`src/rtl/rpn_stack_controller_if.sv`:
```
// Signal bundle between the front end, the ALU, the display selector and rpn_stack_controller.
// slave is the controller's view; master is the surrounding system's view.
interface rpn_stack_controller_if #(
    parameter int WIDTH = 16,
    parameter int DEPTH = 4
);
    localparam int DW = $clog2(DEPTH + 1);

    logic             enter_pulse;
    logic             op_mode;
    logic [WIDTH-1:0] data_in;
    logic [WIDTH-1:0] alu_a;
    logic [WIDTH-1:0] alu_b;
    logic [2:0]       alu_op;
    logic [WIDTH-1:0] alu_result;
    logic [3:0]       alu_flags;
    logic [WIDTH-1:0] data_out;
    logic [3:0]       flags;
    logic [DW-1:0]    depth;
    logic             busy;
    logic             error;
    logic [3:0]       current_state;

    modport master (
        output enter_pulse, op_mode, data_in, alu_result, alu_flags,
        input  alu_a, alu_b, alu_op, data_out, flags, depth, busy, error, current_state
    );

    modport slave (
        input  enter_pulse, op_mode, data_in, alu_result, alu_flags,
        output alu_a, alu_b, alu_op, data_out, flags, depth, busy, error, current_state
    );
endinterface

```
`src/rtl/rpn_stack_controller.sv`:
```
// Reverse-Polish stack sequencer in front of the shared calculator ALU.
// Optional macro RPN_CTRL_DUP_EN turns opcode 6 into DUP (copy top of stack).
module rpn_stack_controller #(
    parameter int WIDTH = 16,
    parameter int DEPTH = 4
) (
    input logic                   clk,
    input logic                   reset,
    rpn_stack_controller_if.slave bus
);
    localparam int DW = $clog2(DEPTH + 1);
    localparam int AW = $clog2(DEPTH);
    localparam logic [2:0] OP_CLEAR = 3'd7;
`ifdef RPN_CTRL_DUP_EN
    localparam logic [2:0] OP_DUP = 3'd6;
`endif

    typedef enum logic [3:0] {
        IDLE  = 4'd0,
        PUSH  = 4'd1,
        FETCH = 4'd2,
        EXEC  = 4'd3,
        WRITE = 4'd4,
        ERR   = 4'd5
    } state_t;

    state_t           state;
    logic [WIDTH-1:0] stack [DEPTH];
    logic [DW-1:0]    depth;
    logic [WIDTH-1:0] operand;
    logic [2:0]       opcode;
    logic [WIDTH-1:0] alu_a;
    logic [WIDTH-1:0] alu_b;
    logic [2:0]       alu_op;
    logic [WIDTH-1:0] result;
    logic [3:0]       res_flags;
    logic [3:0]       flags;
    logic             error;
    logic [AW-1:0]    idx_push;
    logic [AW-1:0]    idx_top;
    logic [AW-1:0]    idx_second;
    logic [WIDTH-1:0] top;

    assign idx_push   = AW'(depth);
    assign idx_top    = AW'(depth - DW'(1));
    assign idx_second = AW'(depth - DW'(2));
    assign top        = (depth == '0) ? '0 : stack[idx_top];

    always_ff @(posedge clk) begin
        if (reset) begin
            state     <= IDLE;
            depth     <= '0;
            flags     <= '0;
            error     <= 1'b0;
            alu_a     <= '0;
            alu_b     <= '0;
            alu_op    <= '0;
            operand   <= '0;
            opcode    <= '0;
            result    <= '0;
            res_flags <= '0;
        end else begin
            unique case (state)
                IDLE: begin
                    if (bus.enter_pulse) begin
                        operand <= bus.data_in;
                        opcode  <= bus.data_in[2:0];
                        if (!bus.op_mode) begin
                            if (depth == DW'(DEPTH)) begin
                                state <= ERR;
                                error <= 1'b1;
                            end else begin
                                state <= PUSH;
                            end
                        end else if (bus.data_in[2:0] == OP_CLEAR) begin
                            depth <= '0;
                            flags <= '0;
`ifdef RPN_CTRL_DUP_EN
                        end else if (bus.data_in[2:0] == OP_DUP) begin
                            // DUP reuses the PUSH path with the current top as operand.
                            operand <= top;
                            if (depth != '0 && depth != DW'(DEPTH)) begin
                                state <= PUSH;
                            end else begin
                                state <= ERR;
                                error <= 1'b1;
                            end
`endif
                        end else if (depth < DW'(2)) begin
                            state <= ERR;
                            error <= 1'b1;
                        end else begin
                            state <= FETCH;
                        end
                    end
                end
                PUSH: begin
                    stack[idx_push] <= operand;
                    depth           <= depth + DW'(1);
                    state           <= IDLE;
                end
                FETCH: begin
                    alu_a  <= stack[idx_second];
                    alu_b  <= stack[idx_top];
                    alu_op <= opcode;
                    state  <= EXEC;
                end
                EXEC: begin
                    result    <= bus.alu_result;
                    res_flags <= bus.alu_flags;
                    state     <= WRITE;
                end
                WRITE: begin
                    stack[idx_second] <= result;
                    depth             <= depth - DW'(1);
                    flags             <= res_flags;
                    state             <= IDLE;
                end
                ERR: begin
                    if (bus.enter_pulse) begin
                        error <= 1'b0;
                        state <= IDLE;
                    end
                end
                default: state <= IDLE;
            endcase
        end
    end

    assign bus.alu_a         = alu_a;
    assign bus.alu_b         = alu_b;
    assign bus.alu_op        = alu_op;
    assign bus.data_out      = top;
    assign bus.flags         = flags;
    assign bus.depth         = depth;
    assign bus.error         = error;
    assign bus.current_state = state;
    assign bus.busy          = (state != IDLE) && (state != ERR);
endmodule

```
`src/flat_wrapper.sv`:
```
// flat-port wrapper written by rule: the top's interface ports become plain ports
module rpn_stack_controller_flat 
#(
    parameter int WIDTH = 16,
    parameter int DEPTH = 4
)
  (clk, reset, bus_enter_pulse, bus_op_mode, bus_data_in, bus_alu_result, bus_alu_flags, bus_alu_a, bus_alu_b, bus_alu_op, bus_data_out, bus_flags, bus_depth, bus_busy, bus_error, bus_current_state);
  rpn_stack_controller_if #(.WIDTH(WIDTH), .DEPTH(DEPTH)) bus_i ();
  input logic clk;
  input logic reset;
  input wire logic [$bits(bus_i.enter_pulse)-1:0] bus_enter_pulse;
  input wire logic [$bits(bus_i.op_mode)-1:0] bus_op_mode;
  input wire logic [$bits(bus_i.data_in)-1:0] bus_data_in;
  input wire logic [$bits(bus_i.alu_result)-1:0] bus_alu_result;
  input wire logic [$bits(bus_i.alu_flags)-1:0] bus_alu_flags;
  output wire logic [$bits(bus_i.alu_a)-1:0] bus_alu_a;
  output wire logic [$bits(bus_i.alu_b)-1:0] bus_alu_b;
  output wire logic [$bits(bus_i.alu_op)-1:0] bus_alu_op;
  output wire logic [$bits(bus_i.data_out)-1:0] bus_data_out;
  output wire logic [$bits(bus_i.flags)-1:0] bus_flags;
  output wire logic [$bits(bus_i.depth)-1:0] bus_depth;
  output wire logic [$bits(bus_i.busy)-1:0] bus_busy;
  output wire logic [$bits(bus_i.error)-1:0] bus_error;
  output wire logic [$bits(bus_i.current_state)-1:0] bus_current_state;
  assign bus_i.enter_pulse = bus_enter_pulse;
  assign bus_i.op_mode = bus_op_mode;
  assign bus_i.data_in = bus_data_in;
  assign bus_i.alu_result = bus_alu_result;
  assign bus_i.alu_flags = bus_alu_flags;
  assign bus_alu_a = bus_i.alu_a;
  assign bus_alu_b = bus_i.alu_b;
  assign bus_alu_op = bus_i.alu_op;
  assign bus_data_out = bus_i.data_out;
  assign bus_flags = bus_i.flags;
  assign bus_depth = bus_i.depth;
  assign bus_busy = bus_i.busy;
  assign bus_error = bus_i.error;
  assign bus_current_state = bus_i.current_state;
  rpn_stack_controller #(.WIDTH(WIDTH), .DEPTH(DEPTH)) u_core (.clk(clk), .reset(reset), .bus(bus_i));
endmodule
```
`config.mk`:
```
export PLATFORM = sky130hd
export DESIGN_NAME = rpn_stack_controller_flat
export DESIGN_NICKNAME = d
export VERILOG_FILES = /design/src/rtl/rpn_stack_controller_if.sv /design/src/rtl/rpn_stack_controller.sv /design/src/flat_wrapper.sv
export SDC_FILE = /design/constraint.sdc
export NUM_CORES = 1
export LEC_CHECK = 0
export CAP_MARGIN = 20
export CELL_PAD_IN_SITES_DETAIL_PLACEMENT = 1
export CELL_PAD_IN_SITES_GLOBAL_PLACEMENT = 2
export CORE_MARGIN = 2
export CORE_UTILIZATION = 38
export CTS_CLUSTER_SIZE = 25
export DETAILED_ROUTE_END_ITERATION = 8
export PLACE_DENSITY = 0.95
export SYNTH_ARGS = -nofsm -noshare
export SYNTH_HDL_FRONTEND = slang
export SYNTH_SLANG_ARGS = --single-unit
```
`constraint.sdc`:
```
create_clock -name clk -period 7.85 [get_ports clk]
set_clock_uncertainty 0.05 [all_clocks]
set_input_delay 1.1775 -clock clk [delete_from_list [all_inputs] [get_ports clk]]
set_output_delay 1.1775 -clock clk [all_outputs]
set_load 0.01 [all_outputs]
```
# Yosys cells after proc, flatten, opt, wreduce, memory -nomap -nowiden
# Memory sizes are Yosys's and may differ from the RTL's. A register that Yosys moved wholly into a read port is not among the register bits.
# Index checks and enable logic that the tools add are counted.
op_classes:
  addsub: 3
  magnitude_cmp: 1
  n_eq_ne: 15
  muxes: 32
  n_reduce_logical: 13
ops:
  columns: ["op", "n"]
  rows:
  - ["2-to-1 mux 16 bit", 2]
  - ["2-to-1 mux 4 bit", 7]
  - ["case mux 4 bit (4 select lines)", 1]
  - ["OR reduction 16 bit", 1]
  - ["2-to-1 mux 3 bit", 5]
  - ["2-to-1 mux 1 bit", 13]
  - ["case mux 3 bit (3 select lines)", 1]
  - ["equality test 4 x 2 -> 1 bit, second input constant", 2]
  - ["equality test 4 x 3 -> 1 bit, second input constant", 2]
  - ["case mux 4 bit (2 select lines)", 1]
  - ["AND reduction 4 bit", 2]
  - ["equality test 3 bit, second input constant", 2]
  - ["!= test 2 bit, second input constant", 3]
  - ["!= test 3 x 2 -> 1 bit, second input constant", 2]
  - ["AND reduction 6 bit", 1]
  - ["equality test 4 x 1 -> 1 bit, second input constant", 1]
  - ["logical NOT 4 bit", 1]
  - ["!= test 4 x 3 -> 1 bit, second input constant", 1]
  - ["nonzero test 2 bit", 2]
  - ["nonzero test 4 bit", 1]
  - ["adder 3 x 1 -> 3 bit, second input constant", 1]
  - ["logical NOT 3 bit", 1]
  - ["< comparator 3 x 2 -> 1 bit, second input constant", 1]
  - ["!= test 3 bit, second input constant", 1]
  - ["other kinds (9)", 9]
word_totals:
  register_bits: 70
  mem_bits_rw: 64
  in_bits: 40
  wordCells: 75
  mem_count: 1
mem_list:
  columns: ["memory", "words", "width", "rd", "rd_clocked_by_memory_dff", "wr", "line_no", "source"]
  rows:
  - ["u_core.stack", 4, 16, 2, 1, 1, "rpn_stack_controller.sv:28", "logic [WIDTH-1:0] stack [DEPTH];"]

# Depth between registers and ports, before layout
# Gate-level depths: netlist of run 1.
depth:
  word_depth: 6
  ltp_mapped: 11
  depth_no_buf: 6

# Least setup slack after synthesis of run 1
# Ideal clock, no wire load.
synth_path:
  path_type: "flip-flop to output port"
  start: "reg u_core.depth[0] (netlist: u_core.bus.depth[0])"
  end: "out bus_data_out[0]"
  t_arrival_ns: 2.302
  t_required_ns: 6.622
  setup_slack_ns: 4.320
  path_stages_with_launch: 10
  path_cell_list: "dfxtp_1 > buf_6 > buf_6 > clkbuf_8 > inv_1 > ha_1 > buf_2 > buf_6 > mux4_2 > and2_1"
synth_between:
  elab_chain_cells: 3
synth_rtl:
  columns: ["element", "line_no", "source"]
  rows:
  - ["start, declared", "rpn_stack_controller.sv:29", "logic [DW-1:0] depth;"]
  - ["start signal, assigned", "rpn_stack_controller.sv:99", "depth <= depth + DW'(1);"]
  - ["start signal, assigned", "rpn_stack_controller.sv:115", "depth <= depth - DW'(1);"]
  - ["subtractor 3 x 1 -> 3 bit", null, null]
  - ["memory (4 x 16 bit)", null, null]
  - ["2-to-1 mux 16 bit (*)", "rpn_stack_controller.sv:47", "assign top = (depth == '0) ? '0 : stack[idx_top];"]
  - ["end, declared", "flat_wrapper.sv:19", "output wire logic [$bits(bus_i.data_out)-1:0] bus_data_out;"]
# Mark *: on every way between the ends. The rest lies on a longest branch, timed or not.

# Worst setup path in the final report of run 1
layout_path:
  start: "reg u_core.depth[1] (netlist: u_core.bus.depth[1])"
  end: "out bus_data_out[3]"
# Same word-level chain as after synthesis.

==> impl_metrics.ini, run 1 <==
[route]
dr.pass1.iters = 4
drc = 0
vias = 4519
drt_wl_total_um = 16020
drt.antenna.violating_nets = 0
detail_route.wl_per_cell_um = 18.60
via_per_inst = 5.249
drtIter0Drc = 308

[setup_path]
crit_slowest_cell = ha_1
path_cells = inv_1, ha_1, mux4_1, and2_1, clkdlybuf4s50_1
crit_path_start_kind = flip-flop
worstSetupPathType = reg -> out
critPathMaxFanout = 24
rr_worst_depth = 5
r2r_slack_ns = 4.54
required_ns = 6.62
worstSetupEndpointType = output pin
crit_path_max_incr_delay_ns = 0.99
arrival_ns = 4.02

[global_route]
grt-ovfl-total = 0
grt_max_degree = 85
grt_pass1_vias = 4651
grt_pass1_wl_um = 25080
grt_use_total_pct = 18.61
antenna_found_initial = 0

[timing]
fmax_mhz = 190.4
grt_setup_unrepaired = false
tns_ns = 0
worstMarginPinSlew_ns = 0.9979
slew_viol_final = 0
slew-limit-headroom_pct = 33.38
report.final.setup_viol = 0
final.min_clock_period_ns = 5.252
finalCritPeriodShare_pct = 66.90
hold_viol_final = 0

[layout]
synthToLayoutAreaGrowth_pct = 28.35
layout-drive-gt1-share_pct = 12.09
layout.nets = 675
finish.instance_area_um2 = 8020
antenna-diode-count = 0

[floorplanning]
dieArea_um2 = 17480
start_util_pct = 39.05
io_pins = 104
die_w_um = 132.2
core.rowCount = 46
die_h_um = 132.2
core_um2 = 16000

[synthesis]
syn_area_um2 = 6248
syn_area_per_cell_um2 = 11.57
yosysWarnings = 0
ys.flop_type = dfxtp_1
synth_nets = 583
synth.most_common_cell = nand2_1
synth_area_leader_cell = edfxtp_1
synth_edf_count = 64
ys_types = 40
async_flop_share_pct = 0
synth-seq-area-share_pct = 57.03
synth.top_cell.area_share_pct = 30.76
ys_ff_latch = 146
synthTopCellsByArea = edfxtp_1 31%, dfxtp_1 26%, nand2_1 8.9%
synth_cells = 540
synth_common_cells = 148 x nand2_1, 82 x dfxtp_1, 77 x a21oi_1

[power]
ir_drop_v = 0.0001610
p_leak_nw = 2.683
power.density_nw_per_um2 = 281.4

[clocking]
holdBufCountCts = 0
numCtsBuffers = 17
post_cts_buffers = 0
cts.path.max_buffers = 2
clkLatencyLatePin_ns = 0.41
ctsResizeCount = 0
tritoncts = done
clkTransAtPathRegs_ns = 0.06
cts_sinks = 146
h-tree-depth = 4
cts_root_buf = clkbuf_16

[run]
maxCapViolations = 0

[hold_path]
hp-class = reg -> reg
holdPathStages = 2

[placed_design]
place_congestion = 0.7768
dp_hpwl_um = 11230
port_buffers = 102
place_area_um2 = 7403

[outcome]
outcome = finished clean
power by group:
| group | switching [mW] | total [mW] | internal, mW |
|---|---|---|---|
| Clock | 0.305 | 0.836 | 0.531 |
| Combinational | 0.258 | 0.532 | 0.274 |
| Sequential | 0.0430 | 0.889 | 0.846 |
| Total | 0.606 | 2.26 | 1.65 |
area by class of cell:
class,count,area (µm²)
Timing Repair Buffer,111,1084
Inverter,7,26.28
Clock inverter,13,183.9
Clock buffer,19,432.9
Tap cell,216,270.3
Sequential cell,146,3565
Fill cell,1704,7980
Multi-Input combinational cell,349,2459
per-layer routing:
layer / track usage, % / share of wire (%) / up-vias
met3: 4.537 / 7.6 / 8
met5: 0 / 0 / -
li1: - / - / 2123
met2: 31.19 / 49 / 182
met1: 23.88 / 43 / 2206
met4: 5.914 / 0.61 / 0
layout by cell type, fill, tap and decap left out, types with 2 or more instances in the layout:
cell type,instances
a211oi_1,2
a21oi_1,77
a22o_1,4
a31oi_1,4
and2_1,16
and3_1,3
buf_4,9
bufinv_16,4
clkbuf_1,2
clkbuf_16,17
clkdlybuf4s50_1,101
clkinv_2,3
clkinv_4,2
clkinvlp_4,3
dfxtp_1,81
edfxtp_1,64
ha_1,3
inv_1,7
mux2_2,16
mux4_1,20
mux4_2,12
nand2_1,148
nand2b_1,6
nor2_1,6
nor2_4,2
nor3_1,3
nor3b_1,2
nor4_2,2
o21a_1,2
o21ai_0,4
o221ai_1,2
o22ai_1,2
or3_1,2
sequential cells by signal, indices dropped and copies added (netlist names), 4 cells and up:
signal and cells:
u_core.bus.alu_a 16, u_core.bus.alu_b 16, u_core.bus.flags 4, u_core.operand 14
u_core.res_flags 4, u_core.result 16, u_core.stack 64
final timing paths:
check / endpoint / from
worst max-delay path: bus_data_out[3] / u_core.bus.depth[1]
worst min-delay path: u_core.bus.alu_b[6] / u_core.bus.alu_b[6]
worst max register to register: u_core.bus.alu_b[3] / u_core.bus.depth[1]
worst min register to register: u_core.bus.alu_b[6] / u_core.bus.alu_b[6]
worst max-delay path: cells and delay by family (launching register included):
kind | cells | cell delay [ns]
simple gates | 1 | 0.18
flops | 1 | 0.98
mux | 1 | 0.70
buf+inv | 2 | 0.74
fa+ha+maj | 1 | 0.99
logic make-up (layout without fill, tap and decap cells):
kind of cell	count (synthesis)	after routing	share of synthesized area [%]
AO/OA/AOI/OAI	101	101	9.151
adder cells (fa/ha/maj)	3	3	0.6008
buffers and inverters	45	150	3.905
flip-flops	146	146	57.03
multiplexers	48	48	15.62
other	1	1	0.06001
AND/OR/NAND/NOR	196	196	13.64
per-stage QoR:
stage	hold slack, ns	total power, mW	setup WS [ns]	utilization [%]	std cells
6_report	0.4046	2.257	2.598	50.13	861
5_1_grt	0.4273	2.353	2.323	50.13	861
4_1_cts	0.4053	2.281	2.484	50.13	861
3_5_place_dp	0.3973	1.445	2.931	46.27	829
3_3_place_gp	0.3911	1.419	3.150	46.27	829
2_1_floorplan	0.3829	1.234	4.320	-	540
Note: power is estimated with default switching activity, not from simulation.
==> run 2, diff against run 1 <==
CORE_UTILIZATION = 35   (was 38)
PLACE_DENSITY = 0.91   (was 0.95)
clock period = 5.23 ns   (was 7.85 ns; I/O delays follow)
==> impl_metrics.ini, run 2 (synthesis results as in run 1) <==
[layout]
antenna-diode-count = 0
synthToLayoutAreaGrowth_pct = 28.57
largest_register_ffs = 64
layout-drive-gt1-share_pct = 12.25
layout.nets = 675
fin_util_pct = 46.29
final_cell_mix = 148 x nand2_1, 101 x clkdlybuf4s50_1, 81 x dfxtp_1, 77 x a21oi_1, 64 x edfxtp_1
final_common_cell = nand2_1
top_register = u_core.stack
finish.instance_area_um2 = 8034

[placed_design]
dp_hpwl_um = 11630
place_area_um2 = 7415
port_buffers = 102
place_congestion = 0.8237

[clocking]
ctsResizeCount = 0
post_cts_buffers = 0
holdBufCountCts = 0
cts_sinks = 146
tritoncts = done
h-tree-depth = 4
cts.path.max_buffers = 2
numCtsBuffers = 17
clkLatencyLatePin_ns = 0.42
clkTransAtPathRegs_ns = 0.06
cts_root_buf = clkbuf_16

[timing]
slew_viol_final = 0
final.min_clock_period_ns = 4.524
slew-limit-headroom_pct = 27.96
tns_ns = 0
worstMarginPinSlew_ns = 1.079
grt_setup_unrepaired = false
finalCritPeriodShare_pct = 86.50
fmax_mhz = 221.1
report.final.setup_viol = 0
hold_viol_final = 0

[hold_path]
hold_end = u_core.operand[9]
hp-class = reg -> reg
min_from = u_core.operand[9]
holdPathStages = 2

[route]
vias = 4520
detail_route.wl_per_cell_um = 19.33
drt.antenna.violating_nets = 0
drt_wl_total_um = 16820
drc = 0
drtIter0Drc = 277
dr.pass1.iters = 4
via_per_inst = 5.195

[power]
ir_drop_v = 0.0002492
power.density_nw_per_um2 = 424.1
p_leak_nw = 2.683

[floorplanning]
core.rowCount = 48
die_h_um = 137.6
core_um2 = 17360
dieArea_um2 = 18940
io_pins = 104
start_util_pct = 36.00
die_w_um = 137.6

[global_route]
grt_pass1_vias = 4612
grt_use_total_pct = 18.60
grt-ovfl-total = 0
grt_pass1_wl_um = 26350
antenna_found_initial = 0
grt_max_degree = 45

[setup_path]
crit_path_max_incr_delay_ns = 1.03
crit_path_start_kind = flip-flop
worstSetupEndpointType = output pin
r2r_slack_ns = 2.28
crit_cells = 6
r2r-end = u_core.bus.alu_b[12]
r2r-start = u_core.bus.depth[1]
path_cells = inv_1, ha_1, buf_4, mux4_1, and2_1, clkdlybuf4s50_1
required_ns = 4.40
worstSetupPathType = reg -> out
crit_slowest_cell = dfxtp_1
worst-path-buf-inv = 3
arrival_ns = 3.69
critPathMaxFanout = 24
rr_worst_depth = 6
cpLargestDelayFamily = buffers and inverters

[run]
maxCapViolations = 0

[outcome]
outcome = finished clean
[run 2: cell types whose count changed in the layout (fill, tap and decap cells not counted), sizes merged]
cell	before	now
inv	8	12
bufinv	4	3
clkinv	5	2
[run 2: stage by stage]
| stage | hold slack, ns | instances | total power, mW | setup WS (ns) |
|---|---|---|---|---|
| final | 0.4039 | 870 | 3.408 | 0.7062 |
| after global routing | 0.4135 | 870 | 3.544 | 0.4751 |
| after CTS | 0.4059 | 870 | 3.437 | 0.6442 |
| after detailed placement | 0.3962 | 838 | 2.170 | 1.113 |
| after global placement | 0.3912 | 838 | 2.136 | 1.318 |
| after floorplan | 0.3829 | 540 | 1.852 | 2.093 |
[run 2: layout make-up]
class,count,area [µm²]
multi-input combinational,349,2459
sequential,146,3565
timing repair buffer,111,1084
clock buffer,19,442.9
fill,1861,9323
clock inverter,13,176.4
inverter,7,26.28
tap,225,281.5
[run 2: how the worst max path moves through the flow]
stage | startpoint | end | slack [ns]
5_1_grt | u_core.bus.depth[1] | bus_data_out[13] | 0.48
3_3_place_gp | u_core.bus.depth[1] | bus_data_out[12] | 1.32
2_1_floorplan | u_core.bus.depth[0] | bus_data_out[0] | 2.09
6_report | u_core.bus.depth[1] | bus_data_out[12] | 0.71
4_1_cts | u_core.bus.depth[1] | bus_data_out[12] | 0.64
3_5_place_dp | u_core.bus.depth[1] | bus_data_out[3] | 1.11
[run 2: layer usage]
| metal | vias to the layer above | GRT usage (%) | wire (µm) |
|---|---|---|---|
| met3 | 20 | 4.010 | 922 |
| met4 | 0 | 5.441 | 216 |
| met5 | - | 0 | 0 |
| li1 | 2120 | - | - |
| met1 | 2242 | 25.73 | 7848 |
| met2 | 138 | 29.41 | 7830 |
[run 2: where the power goes]
part	switching [mW]	internal (mW)	total, mW
clock network	0.492	0.774	1.27
registers	0.0967	1.27	1.37
logic	0.365	0.411	0.776
total	0.953	2.45	3.41
[run 2: worst register-to-register path, delay by kind of cell, from the launching register on]
family	cells	cell delay [ns]
DFF	1	1.03
muxes	1	0.66
buffers and inverters	2	0.57
adders and majority gates	1	0.36
and+or+nand+nor	1	0.09
AOI/OAI and AO/OA	1	0.07
==> run 3, diff against run 2 <==
ABC_CLOCK_PERIOD_IN_PS = 5230   (was unset)
==> results of run 3 <==
The final DEF is identical to that of run 2; final timing and power are the same.
==> patch (config.mk and constraints of run 1) <==
`WIDTH` is set to 16 in 3 places; all go to 32.
--- a/src/rtl/rpn_stack_controller_if.sv
+++ b/src/rtl/rpn_stack_controller_if.sv
@@ -2,5 +2,5 @@
 // slave is the controller's view; master is the surrounding system's view.
 interface rpn_stack_controller_if #(
-    parameter int WIDTH = 16,
+    parameter int WIDTH = 32,
     parameter int DEPTH = 4
 );
--- a/src/rtl/rpn_stack_controller.sv
+++ b/src/rtl/rpn_stack_controller.sv
@@ -2,5 +2,5 @@
 // Optional macro RPN_CTRL_DUP_EN turns opcode 6 into DUP (copy top of stack).
 module rpn_stack_controller #(
-    parameter int WIDTH = 16,
+    parameter int WIDTH = 32,
     parameter int DEPTH = 4
 ) (
--- a/src/flat_wrapper.sv
+++ b/src/flat_wrapper.sv
@@ -2,5 +2,5 @@
 module rpn_stack_controller_flat 
 #(
-    parameter int WIDTH = 16,
+    parameter int WIDTH = 32,
     parameter int DEPTH = 4
 )
Ports: changed (5 resized); port bits go from 104 to 184. The function was not compared with the original's and may differ.
==> patch against run 1 <==
  * Total power is 67% higher
  * Worst setup slack improved by 0.21 ns
  * Wire length is 86% higher
  * Register-to-register slack better by 0.32 ns
  * Design area increased by 80%
  * Sequential share of layout area rose by 2.5 points
  * Critical path depth rose by 1
  * Sequential cell count up 128
  * Global-route usage grew 0.72 points
  * Synthesized area rose by 78%
  * Critical endpoint is now bus_data_out[11]
  * Largest power group is now the clock network
==> patch: results (changes against run 1) <==
comb_multi_in 482 (+38%); area occupied by multi-input gates 4010 um^2 (+63%); met1 usage 0.267 (+0.0286); syn nets 901 (+55%); EDFF count, synth 128 (+100%); P_clk 1.60 mW (+91%); Final nets 1,068 (+58%); flop-to-flop setup slack 4.86 ns (+0.32 ns); Sw Share 0.239 (-0.0292); layout cells sized above 1 0.177 (+0.0561); Syn Area/Cell 13.5 um^2 (+17%); Clock Buffer Count 37 (+18); pin count of the biggest net entering global routing 88 (+3.5%); first-pass GRT wire length 46,400 um (+85%); outcome finished, final reports clean; routability cong. 0.783 (+0.77%); fraction of area in multi-input gates 0.278 (-0.0282); Non-clk bufs 200 (+80%); HP Start u_core.result[8]; Seq power 1.59 mW (+79%); sequential power share 0.421 (+0.027); routed wire length 29,700 um (+86%); initial antenna violation count 1 (+1); top cells by area, synth edfxtp_1 (34%), dfxtp_1 (26%), mux4_2 (13%); Seq. cell area 6770 um^2 (+90%); Final Hold Slack 0.402 ns (-0.00280 ns); Worst-Skew Late Latency 0.55 ns (+0.14 ns); buffering overhead 0.139 (+0.00358); RR Startpoint u_core.bus.depth[0]; clk tree area frac 0.0787 (+0.00180); vias in the first global route 7,884 (+70%); total track usage 0.193 (+0.00720); Longest Clk Path Bufs 3 (+1); CTS H-tree lvls 1 (-3); max reg flops 128 (+100%); post-synthesis compound-gate area fraction 0.0977 (+0.00617)
patch: cell count changes in the layout (fill, tap and decap cells not counted), sizes merged, moves of 5 or more:
cell	change
clkbuf	+18
mux2	+17
mux4	+32
clkinv	+5
buf	+9
dfxtp	+64
a22o	+60
edfxtp	+64
clkdlybuf4s50	+80
nor2b	+5
nand2b	-5
and2	+18
nand3	+8
patch: cell families (layout without fill, tap and decap cells):
family / after synthesis / after routing
simple gates: 216 / 216
fa+ha+maj: 3 / 3
buf+inv: 70 / 261
flops: 274 / 274
mux: 99 / 99
other cells: 1 / 1
compound gates: 163 / 163
patch: layer usage:
| layer | routed length [um] | vias to the layer above |
|---|---|---|
| met3 | 1440 | 43 |
| met1 | 13500 | 3824 |
| met4 | 483 | 2 |
| met2 | 14300 | 204 |
| li1 | - | 3417 |
| met5 | 13 | - |
patch: how the worst max path moves through the flow:
stage                    endpoint  depth (start not counted)                 from  slack, ns
2_1_floorplan  u_core.stack[0][0]                          3                reset       2.63
3_3_place_gp     bus_data_out[11]                          6  u_core.bus.depth[0]       3.33
3_5_place_dp     bus_data_out[11]                          6  u_core.bus.depth[0]       3.24
4_1_cts          bus_data_out[11]                          6  u_core.bus.depth[0]       2.67
5_1_grt          bus_data_out[11]                          6  u_core.bus.depth[0]       2.50
6_report         bus_data_out[11]                          6  u_core.bus.depth[0]       2.81
patch: through the flow:
step           utilization  worst slack [ns]
2_1_floorplan            -              2.63
3_3_place_gp         0.459              3.33
3_5_place_dp         0.459              3.24
4_1_cts              0.499              2.67
5_1_grt              0.501              2.50
6_report             0.501              2.81
patch: worst reg2reg max path, cell delays in order, from the launching register on:
cell	delay (ns)
dfxtp_4	0.67
inv_1	0.18
ha_2	0.71
buf_4	0.46
mux4_2	0.59
a22o_1	0.23
